### src/rtl/data_mem_arb_pkg.sv
// Shared types and widths for the two-port data-memory arbiter.
package data_mem_arb_pkg;
  localparam int ADDR_W    = 8;
  localparam int DATA_W    = 16;
  localparam int NUM_PORTS = 2;
  // Wide enough for any MAX_LOCK in 1..15
  localparam int CNT_W     = 4;

  typedef logic port_idx_t;

  typedef struct packed {
    logic              req;
    logic              we;
    logic              lock;
    logic [ADDR_W-1:0] addr;
    logic [DATA_W-1:0] wdata;
  } mem_req_t;
endpackage

### src/rtl/data_mem_arbiter_if.sv
// Requester and memory-side signals of the data-memory arbiter.
interface data_mem_arbiter_if #(
  parameter int ADDR_W = 8,
  parameter int DATA_W = 16
);
  logic              p0_req, p0_we, p0_lock;
  logic [ADDR_W-1:0] p0_addr;
  logic [DATA_W-1:0] p0_wdata;
  logic              p0_gnt, p0_rvalid;
  logic [DATA_W-1:0] p0_rdata;

  logic              p1_req, p1_we, p1_lock;
  logic [ADDR_W-1:0] p1_addr;
  logic [DATA_W-1:0] p1_wdata;
  logic              p1_gnt, p1_rvalid;
  logic [DATA_W-1:0] p1_rdata;

  logic [ADDR_W-1:0] mem_address;
  logic [DATA_W-1:0] mem_write_data;
  logic              mem_read, mem_write;
  logic [DATA_W-1:0] mem_read_data;

  modport slave (
    input  p0_req, p0_we, p0_lock, p0_addr, p0_wdata,
    output p0_gnt, p0_rvalid, p0_rdata,
    input  p1_req, p1_we, p1_lock, p1_addr, p1_wdata,
    output p1_gnt, p1_rvalid, p1_rdata,
    output mem_address, mem_write_data, mem_read, mem_write,
    input  mem_read_data
  );

  modport master (
    output p0_req, p0_we, p0_lock, p0_addr, p0_wdata,
    input  p0_gnt, p0_rvalid, p0_rdata,
    output p1_req, p1_we, p1_lock, p1_addr, p1_wdata,
    input  p1_gnt, p1_rvalid, p1_rdata,
    input  mem_address, mem_write_data, mem_read, mem_write,
    output mem_read_data
  );
endinterface

### src/rtl/data_mem_rr_picker.sv
// Combinational grant selection: lock hold, lock limit, then round-robin.
module data_mem_rr_picker
  import data_mem_arb_pkg::*;
#(
  parameter int MAX_LOCK = 4
) (
  input  logic [NUM_PORTS-1:0] req_i,
  input  port_idx_t            ptr_i,
  input  port_idx_t            owner_i,
  input  logic [CNT_W-1:0]     lock_cnt_i,
  output logic [NUM_PORTS-1:0] gnt_o,
  output port_idx_t            gnt_idx_o
);
  localparam logic [CNT_W-1:0] LIM = CNT_W'(MAX_LOCK);

  logic hold, at_lim;

  always_comb begin
    hold      = (lock_cnt_i != '0) && (lock_cnt_i < LIM) && req_i[owner_i];
    at_lim    = (lock_cnt_i == LIM) && req_i[~owner_i];
    gnt_idx_o = ptr_i;
    if (hold)          gnt_idx_o = owner_i;
    else if (at_lim)   gnt_idx_o = ~owner_i;
    else if (&req_i)   gnt_idx_o = ptr_i;
    else if (req_i[1]) gnt_idx_o = 1'b1;
    else               gnt_idx_o = 1'b0;
    gnt_o = '0;
    if (|req_i) gnt_o[gnt_idx_o] = 1'b1;
  end
endmodule

### src/rtl/data_mem_arbiter.sv
// Shares one 256x16 memory port between two requesters, one access per cycle,
// and returns registered read data to the port that issued the read.
module data_mem_arbiter
  import data_mem_arb_pkg::*;
#(
  parameter int ADDR_W   = 8,
  parameter int DATA_W   = 16,
  parameter int MAX_LOCK = 4
) (
  input logic              clk,
  input logic              reset,
  data_mem_arbiter_if.slave bus
);
  localparam logic [CNT_W-1:0] LIM = CNT_W'(MAX_LOCK);

  mem_req_t [NUM_PORTS-1:0] prt;
  mem_req_t                 sel;
  logic [NUM_PORTS-1:0]     req_v, pick_gnt, gnt;
  port_idx_t                gidx;
  logic                     any_gnt;

  port_idx_t                              ptr_q, ptr_d, owner_q, owner_d;
  logic [CNT_W-1:0]                       lock_cnt_q, lock_cnt_d;
  logic [NUM_PORTS-1:0]                   rvalid_q, rvalid_d;
  logic [NUM_PORTS-1:0][DATA_W-1:0]       rdata_q, rdata_d;

  logic [ADDR_W-1:0] addr_o;
  logic [DATA_W-1:0] wdata_o;
  logic              rd_o, wr_o;

  assign prt[0] = '{req: bus.p0_req, we: bus.p0_we, lock: bus.p0_lock,
                    addr: bus.p0_addr, wdata: bus.p0_wdata};
  assign prt[1] = '{req: bus.p1_req, we: bus.p1_we, lock: bus.p1_lock,
                    addr: bus.p1_addr, wdata: bus.p1_wdata};

  for (genvar i = 0; i < NUM_PORTS; i++) begin : g_req
    assign req_v[i] = prt[i].req;
  end

  data_mem_rr_picker #(.MAX_LOCK(MAX_LOCK)) u_pick (
    .req_i      (req_v),
    .ptr_i      (ptr_q),
    .owner_i    (owner_q),
    .lock_cnt_i (lock_cnt_q),
    .gnt_o      (pick_gnt),
    .gnt_idx_o  (gidx)
  );

  // Reset gates the grant combinationally so a write in flight never strobes.
  assign gnt     = pick_gnt & {NUM_PORTS{~reset}};
  assign any_gnt = |gnt;
  assign sel     = prt[gidx];

  always_comb begin
    addr_o  = '0;
    wdata_o = '0;
    rd_o    = 1'b0;
    wr_o    = 1'b0;
    if (any_gnt) begin
      addr_o  = sel.addr;
      wdata_o = sel.wdata;
      wr_o    = sel.we;
      rd_o    = ~sel.we;
    end
  end

  // A nonzero count implies the previous cycle granted owner, so a repeat
  // grant to owner always continues the run.
  always_comb begin
    ptr_d      = ptr_q;
    owner_d    = owner_q;
    lock_cnt_d = '0;
    rvalid_d   = '0;
    rdata_d    = rdata_q;
    if (any_gnt) begin
      ptr_d   = ~gidx;
      owner_d = gidx;
      if (sel.lock)
        lock_cnt_d = (gidx != owner_q) ? CNT_W'(1) :
                     (lock_cnt_q == LIM) ? LIM : lock_cnt_q + CNT_W'(1);
      if (!sel.we) begin
        rvalid_d[gidx] = 1'b1;
        rdata_d[gidx]  = bus.mem_read_data;
      end
    end
  end

  always_ff @(posedge clk or posedge reset) begin
    if (reset) begin
      ptr_q      <= '0;
      owner_q    <= '0;
      lock_cnt_q <= '0;
      rvalid_q   <= '0;
      rdata_q    <= '0;
    end else begin
      ptr_q      <= ptr_d;
      owner_q    <= owner_d;
      lock_cnt_q <= lock_cnt_d;
      rvalid_q   <= rvalid_d;
      rdata_q    <= rdata_d;
    end
  end

  assign bus.mem_address    = addr_o;
  assign bus.mem_write_data = wdata_o;
  assign bus.mem_read       = rd_o;
  assign bus.mem_write      = wr_o;
  assign bus.p0_gnt         = gnt[0];
  assign bus.p1_gnt         = gnt[1];
  assign bus.p0_rvalid      = rvalid_q[0];
  assign bus.p1_rvalid      = rvalid_q[1];
  assign bus.p0_rdata       = rdata_q[0];
  assign bus.p1_rdata       = rdata_q[1];
endmodule

### src/flat_wrapper.sv
// flat-port wrapper written by rule: the top's interface ports become plain ports
module data_mem_arbiter_flat import data_mem_arb_pkg::*;
#(
  parameter int ADDR_W   = 8,
  parameter int DATA_W   = 16,
  parameter int MAX_LOCK = 4
)
  (clk, reset, bus_p0_req, bus_p0_we, bus_p0_lock, bus_p0_addr, bus_p0_wdata, bus_p0_gnt, bus_p0_rvalid, bus_p0_rdata, bus_p1_req, bus_p1_we, bus_p1_lock, bus_p1_addr, bus_p1_wdata, bus_p1_gnt, bus_p1_rvalid, bus_p1_rdata, bus_mem_address, bus_mem_write_data, bus_mem_read, bus_mem_write, bus_mem_read_data);
  data_mem_arbiter_if #(.ADDR_W(ADDR_W), .DATA_W(DATA_W)) bus_i ();
  input logic clk;
  input logic reset;
  input wire logic [$bits(bus_i.p0_req)-1:0] bus_p0_req;
  input wire logic [$bits(bus_i.p0_we)-1:0] bus_p0_we;
  input wire logic [$bits(bus_i.p0_lock)-1:0] bus_p0_lock;
  input wire logic [$bits(bus_i.p0_addr)-1:0] bus_p0_addr;
  input wire logic [$bits(bus_i.p0_wdata)-1:0] bus_p0_wdata;
  output wire logic [$bits(bus_i.p0_gnt)-1:0] bus_p0_gnt;
  output wire logic [$bits(bus_i.p0_rvalid)-1:0] bus_p0_rvalid;
  output wire logic [$bits(bus_i.p0_rdata)-1:0] bus_p0_rdata;
  input wire logic [$bits(bus_i.p1_req)-1:0] bus_p1_req;
  input wire logic [$bits(bus_i.p1_we)-1:0] bus_p1_we;
  input wire logic [$bits(bus_i.p1_lock)-1:0] bus_p1_lock;
  input wire logic [$bits(bus_i.p1_addr)-1:0] bus_p1_addr;
  input wire logic [$bits(bus_i.p1_wdata)-1:0] bus_p1_wdata;
  output wire logic [$bits(bus_i.p1_gnt)-1:0] bus_p1_gnt;
  output wire logic [$bits(bus_i.p1_rvalid)-1:0] bus_p1_rvalid;
  output wire logic [$bits(bus_i.p1_rdata)-1:0] bus_p1_rdata;
  output wire logic [$bits(bus_i.mem_address)-1:0] bus_mem_address;
  output wire logic [$bits(bus_i.mem_write_data)-1:0] bus_mem_write_data;
  output wire logic [$bits(bus_i.mem_read)-1:0] bus_mem_read;
  output wire logic [$bits(bus_i.mem_write)-1:0] bus_mem_write;
  input wire logic [$bits(bus_i.mem_read_data)-1:0] bus_mem_read_data;
  assign bus_i.p0_req = bus_p0_req;
  assign bus_i.p0_we = bus_p0_we;
  assign bus_i.p0_lock = bus_p0_lock;
  assign bus_i.p0_addr = bus_p0_addr;
  assign bus_i.p0_wdata = bus_p0_wdata;
  assign bus_p0_gnt = bus_i.p0_gnt;
  assign bus_p0_rvalid = bus_i.p0_rvalid;
  assign bus_p0_rdata = bus_i.p0_rdata;
  assign bus_i.p1_req = bus_p1_req;
  assign bus_i.p1_we = bus_p1_we;
  assign bus_i.p1_lock = bus_p1_lock;
  assign bus_i.p1_addr = bus_p1_addr;
  assign bus_i.p1_wdata = bus_p1_wdata;
  assign bus_p1_gnt = bus_i.p1_gnt;
  assign bus_p1_rvalid = bus_i.p1_rvalid;
  assign bus_p1_rdata = bus_i.p1_rdata;
  assign bus_mem_address = bus_i.mem_address;
  assign bus_mem_write_data = bus_i.mem_write_data;
  assign bus_mem_read = bus_i.mem_read;
  assign bus_mem_write = bus_i.mem_write;
  assign bus_i.mem_read_data = bus_mem_read_data;
  data_mem_arbiter #(.ADDR_W(ADDR_W), .DATA_W(DATA_W), .MAX_LOCK(MAX_LOCK)) u_core (.clk(clk), .reset(reset), .bus(bus_i));
endmodule
### config.mk
export PLATFORM = sky130hd
export DESIGN_NAME = data_mem_arbiter_flat
export DESIGN_NICKNAME = d
export VERILOG_FILES = /design/src/rtl/data_mem_arb_pkg.sv /design/src/rtl/data_mem_arbiter_if.sv /design/src/rtl/data_mem_rr_picker.sv /design/src/rtl/data_mem_arbiter.sv /design/src/flat_wrapper.sv
export SDC_FILE = /design/constraint.sdc
export NUM_CORES = 1
export LEC_CHECK = 0
export CORE_UTILIZATION = 35
export CTS_CLUSTER_SIZE = 30
export DETAILED_ROUTE_END_ITERATION = 16
export GPL_ROUTABILITY_DRIVEN = 0
export PLACE_DENSITY = 0.8
export REMOVE_ABC_BUFFERS = 1
export SYNTH_ARGS = -nofsm -noshare
export SYNTH_HDL_FRONTEND = slang
export SYNTH_SLANG_ARGS = --single-unit
### constraint.sdc
create_clock -name clk -period 4.62 [get_ports clk]
set_input_delay 0.924 -clock clk [delete_from_list [all_inputs] [get_ports clk]]
set_output_delay 0.924 -clock clk [all_outputs]
set_load 0.005 [all_outputs]
==> impl_results.md <==
* Port Buffer Count at 133
* Worst Path Required at 3700 ps
* Slew HR at 0.6642
* Synth cell count leaders: 50 x nand2_1, 40 x dfrtp_1, 28 x a21oi_1, 24 x mux2_2
* Vias in the first global route at 1,882
* Clk slew on worst S/H paths at 70 ps
* CP delay by family, top: buffers and inverters
* Post-CTS Resized at 0
* CTS Hold Buffers Added at 0
* Max-slew violations at 0
* Critical Path Source Type: input port
* Yosys reg bits at 40
* Slowest stage delay, CP at 530 ps
* M3 GR Usage at 0.06552
* Largest net degree at the start of global routing at 41
* Grt peak-use layer: met2
* P_leak at 1.507 nW
* Crit-path max FO at 17
* Synthesized instance count at 202
* CP max stage cell: clkdlybuf4s50_1
* CTS Buf Count at 5
* Root Driver: clkbuf_8
* Clock skew at 3.375 ps
* Die area at 0.006195 mm²
* Crit path kind: in -> out
* CTS Sinks at 40
* Unrepaired setup endpoints after global routing: no
* Crit share post-route at 0.9184
* CP Data Arrival Time at 3320 ps
* Area of the multi-input gates at 958.4 µm²
* Fraction of layout cells with a size suffix above 1 at 0.1429
* Most frequent cell after synthesis: nand2_1
* GR met2 Demand/Resource at 0.3200
* Via count at 1,960
* Post-CTS Setup Inserts at 0
* Top-area cell type share of the netlist area at 0.4860
* Chip Width at 78.71 µm
* Area contributors post-synth: dfrtp_1 49%, mux2_2 13%, nand2_1 9.1%
* Total Wirelength at 6087 µm
* Initial antenna violation count at 0
* PwrDens at 347.4 mW/mm²
* Die Height at 78.71 µm
* Post-layout util at 0.6366
* Post-route cell area at 0.003548 mm²
* Min Tclk post-route at 4243 ps
* VDD IR max at 0.2535 mV
* H-tree depth at 2
* Fmax achieved at 0.2357 GHz
* EDFF count, synth at 0
* Critical path cell sequence: clkdlybuf4s50_1 > o21ai_0 > a31o_1 > buf_4 > nand2_1 > a21oi_1 > clkdlybuf4s50_1
* Fillers at 460
* CP Capture Type: output pin
* Maximum clock path buffer count at 2
* Endpoints failing setup at 0
* Core area at 0.005574 mm²
* Synth area leader: dfrtp_1
* IO Count at 134
* Synthesis-to-finish area growth at 72.30%
* Initial core utilization at 0.3695
* CTS tree: built
* WL/cell at 14.92 µm
* Most frequent CP cell: clkdlybuf4s50_1
* Post-DRT Antenna Nets at 0
* Overall routing resource usage at 0.1969
* Diode count at 0
* Distinct cell type count after synthesis at 31
* HP Class: reg -> reg
* First-pass GRT wire length at 9473 µm
* DRC violation count after routing at 0
* Vias/cell at 4.804
* Ys async rst share at 1.000
* Primary FF master, synth: dfrtp_1
* Router iterations before antenna repair at 4
* Area of the mapped netlist at 0.002059 mm²
* Crit path buffers/inverters at 3
* Final nets at 410
* Outcome: completed
* Post-detail-place hpwl at 4349 µm
* Hold Vio Cnt, Final at 0
* Total grt overflow at 0
* Met1 global-route usage at 0.2495
* Sequential-to-total area share from yosys stat at 0.4860
* Iter 0 DRT Violations at 111
* Worst-skew pair later-pin latency at 290 ps
* Syn Area/Cell at 10.20 µm²
* Worst slew pin tran at 503.7 ps
* Placed standard-cell area at 0.003452 mm²
* Yosys warning count at 0
* Sequential cell area at 0.001001 mm²
* Number of max-cap violations at 0
* Rows at 27
-- worst register-to-register path, cell delays in order, from the launching register on --
cell and delay, ps:
dfrtp_1 400, inv_1 80, ha_1 260, nand3b_1 160, a211o_1 360, a31o_1 380
or3_1 390, buf_4 240, mux2_4 330
-- placed cells by master, fill, tap and decap left out --
master,netlist,layout
clkdlybuf4s50_1,0,133
a31oi_2,1,1
nor3_2,1,1
o2111a_1,1,1
clkbuf_8,0,7
nor3_1,3,3
nor2_1,3,3
and3_1,1,1
inv_1,7,7
o2111ai_1,1,1
mux2_2,24,24
o21ai_0,2,2
a21o_1,1,1
mux2_4,8,8
a21oi_1,28,28
nand3_1,4,4
or3_1,1,1
nand2_1,50,50
nand2b_1,2,2
nor4_1,3,3
nand4b_1,1,1
mux2i_1,1,1
ha_1,2,2
o21ai_2,0,1
nand3b_1,1,1
a31o_1,1,1
dfrtp_1,40,40
a211o_1,1,1
buf_4,0,6
and4bb_1,1,1
-- metal layers --
| metal | share of wire | vias to the layer above |
|---|---|---|
| li1 | - | 961 |
| met1 | 0.42 | 924 |
| met2 | 0.50 | 66 |
| met3 | 0.074 | 9 |
| met4 | 0.0069 | 0 |
| met5 | 0 | - |
-- state kept, by name (all words and copies together) (netlist names) --
| register | cells |
|---|---|
| u_core.bus.p1_rdata | 16 |
| u_core.ptr_q | 1 |
| u_core.owner_q | 1 |
| u_core.lock_cnt_q | 4 |
| u_core.bus.p0_rdata | 16 |
| u_core.rvalid_q | 2 |
-- final timing paths --
path | from | to | slack, ps | cells past startpoint
min in group asynchronous | reset | u_core.bus.p0_rdata[7] | 1110 | 3
hold reg to reg | u_core.bus.p0_rdata[12] | u_core.bus.p0_rdata[12] | 510 | 1
hold / removal | u_core.bus.p0_rdata[12] | u_core.bus.p0_rdata[12] | 510 | 1
setup / recovery | bus_p0_req | bus_mem_address[2] | 380 | 7
setup reg to reg | u_core.lock_cnt_q[0] | u_core.bus.p0_rdata[1] | 1900 | 8
max in group asynchronous | reset | u_core.bus.p0_rdata[15] | 3160 | 3
-- through the flow --
stage	total power, mW	cells	setup WS [ps]	hold slack [ps]	TNS, ps
finish	1.233	408	376.8	506.1	0
global route	1.301	408	234.9	527.5	0
CTS	1.246	408	378.0	509.3	0
detailed placement	0.9933	401	387.8	492.7	0
global placement	0.9825	401	445.5	487.7	0
floorplan	0.6676	190	-141.4	497.6	-141.4
-- report_power, final --
part / internal (mW) / switching (mW)
clock network: 0.133 / 0.115
registers: 0.441 / 0.0504
logic: 0.335 / 0.159
-- logic make-up (layout without fill, tap and decap cells) --
| group | Yosys count | in the layout | synth area share |
|---|---|---|---|
| flip-flops | 40 | 40 | 0.4860 |
| adder cells (fa/ha/maj) | 2 | 2 | 0.01215 |
| AND/OR/NAND/NOR | 71 | 71 | 0.1537 |
| AO/OA/AOI/OAI | 37 | 37 | 0.1033 |
| multiplexers | 33 | 33 | 0.1944 |
| buffers and inverters | 19 | 153 | 0.05043 |
-- final cells by class --
| class | count | area share |
|---|---|---|
| clock buffer | 7 | 0.02715 |
| inverter | 7 | 0.007405 |
| multi-input combinational | 143 | 0.2701 |
| sequential | 40 | 0.2821 |
| tap | 72 | 0.02539 |
| timing repair buffer | 139 | 0.3879 |
No activity file was read; power rests on OpenSTA's default activity.
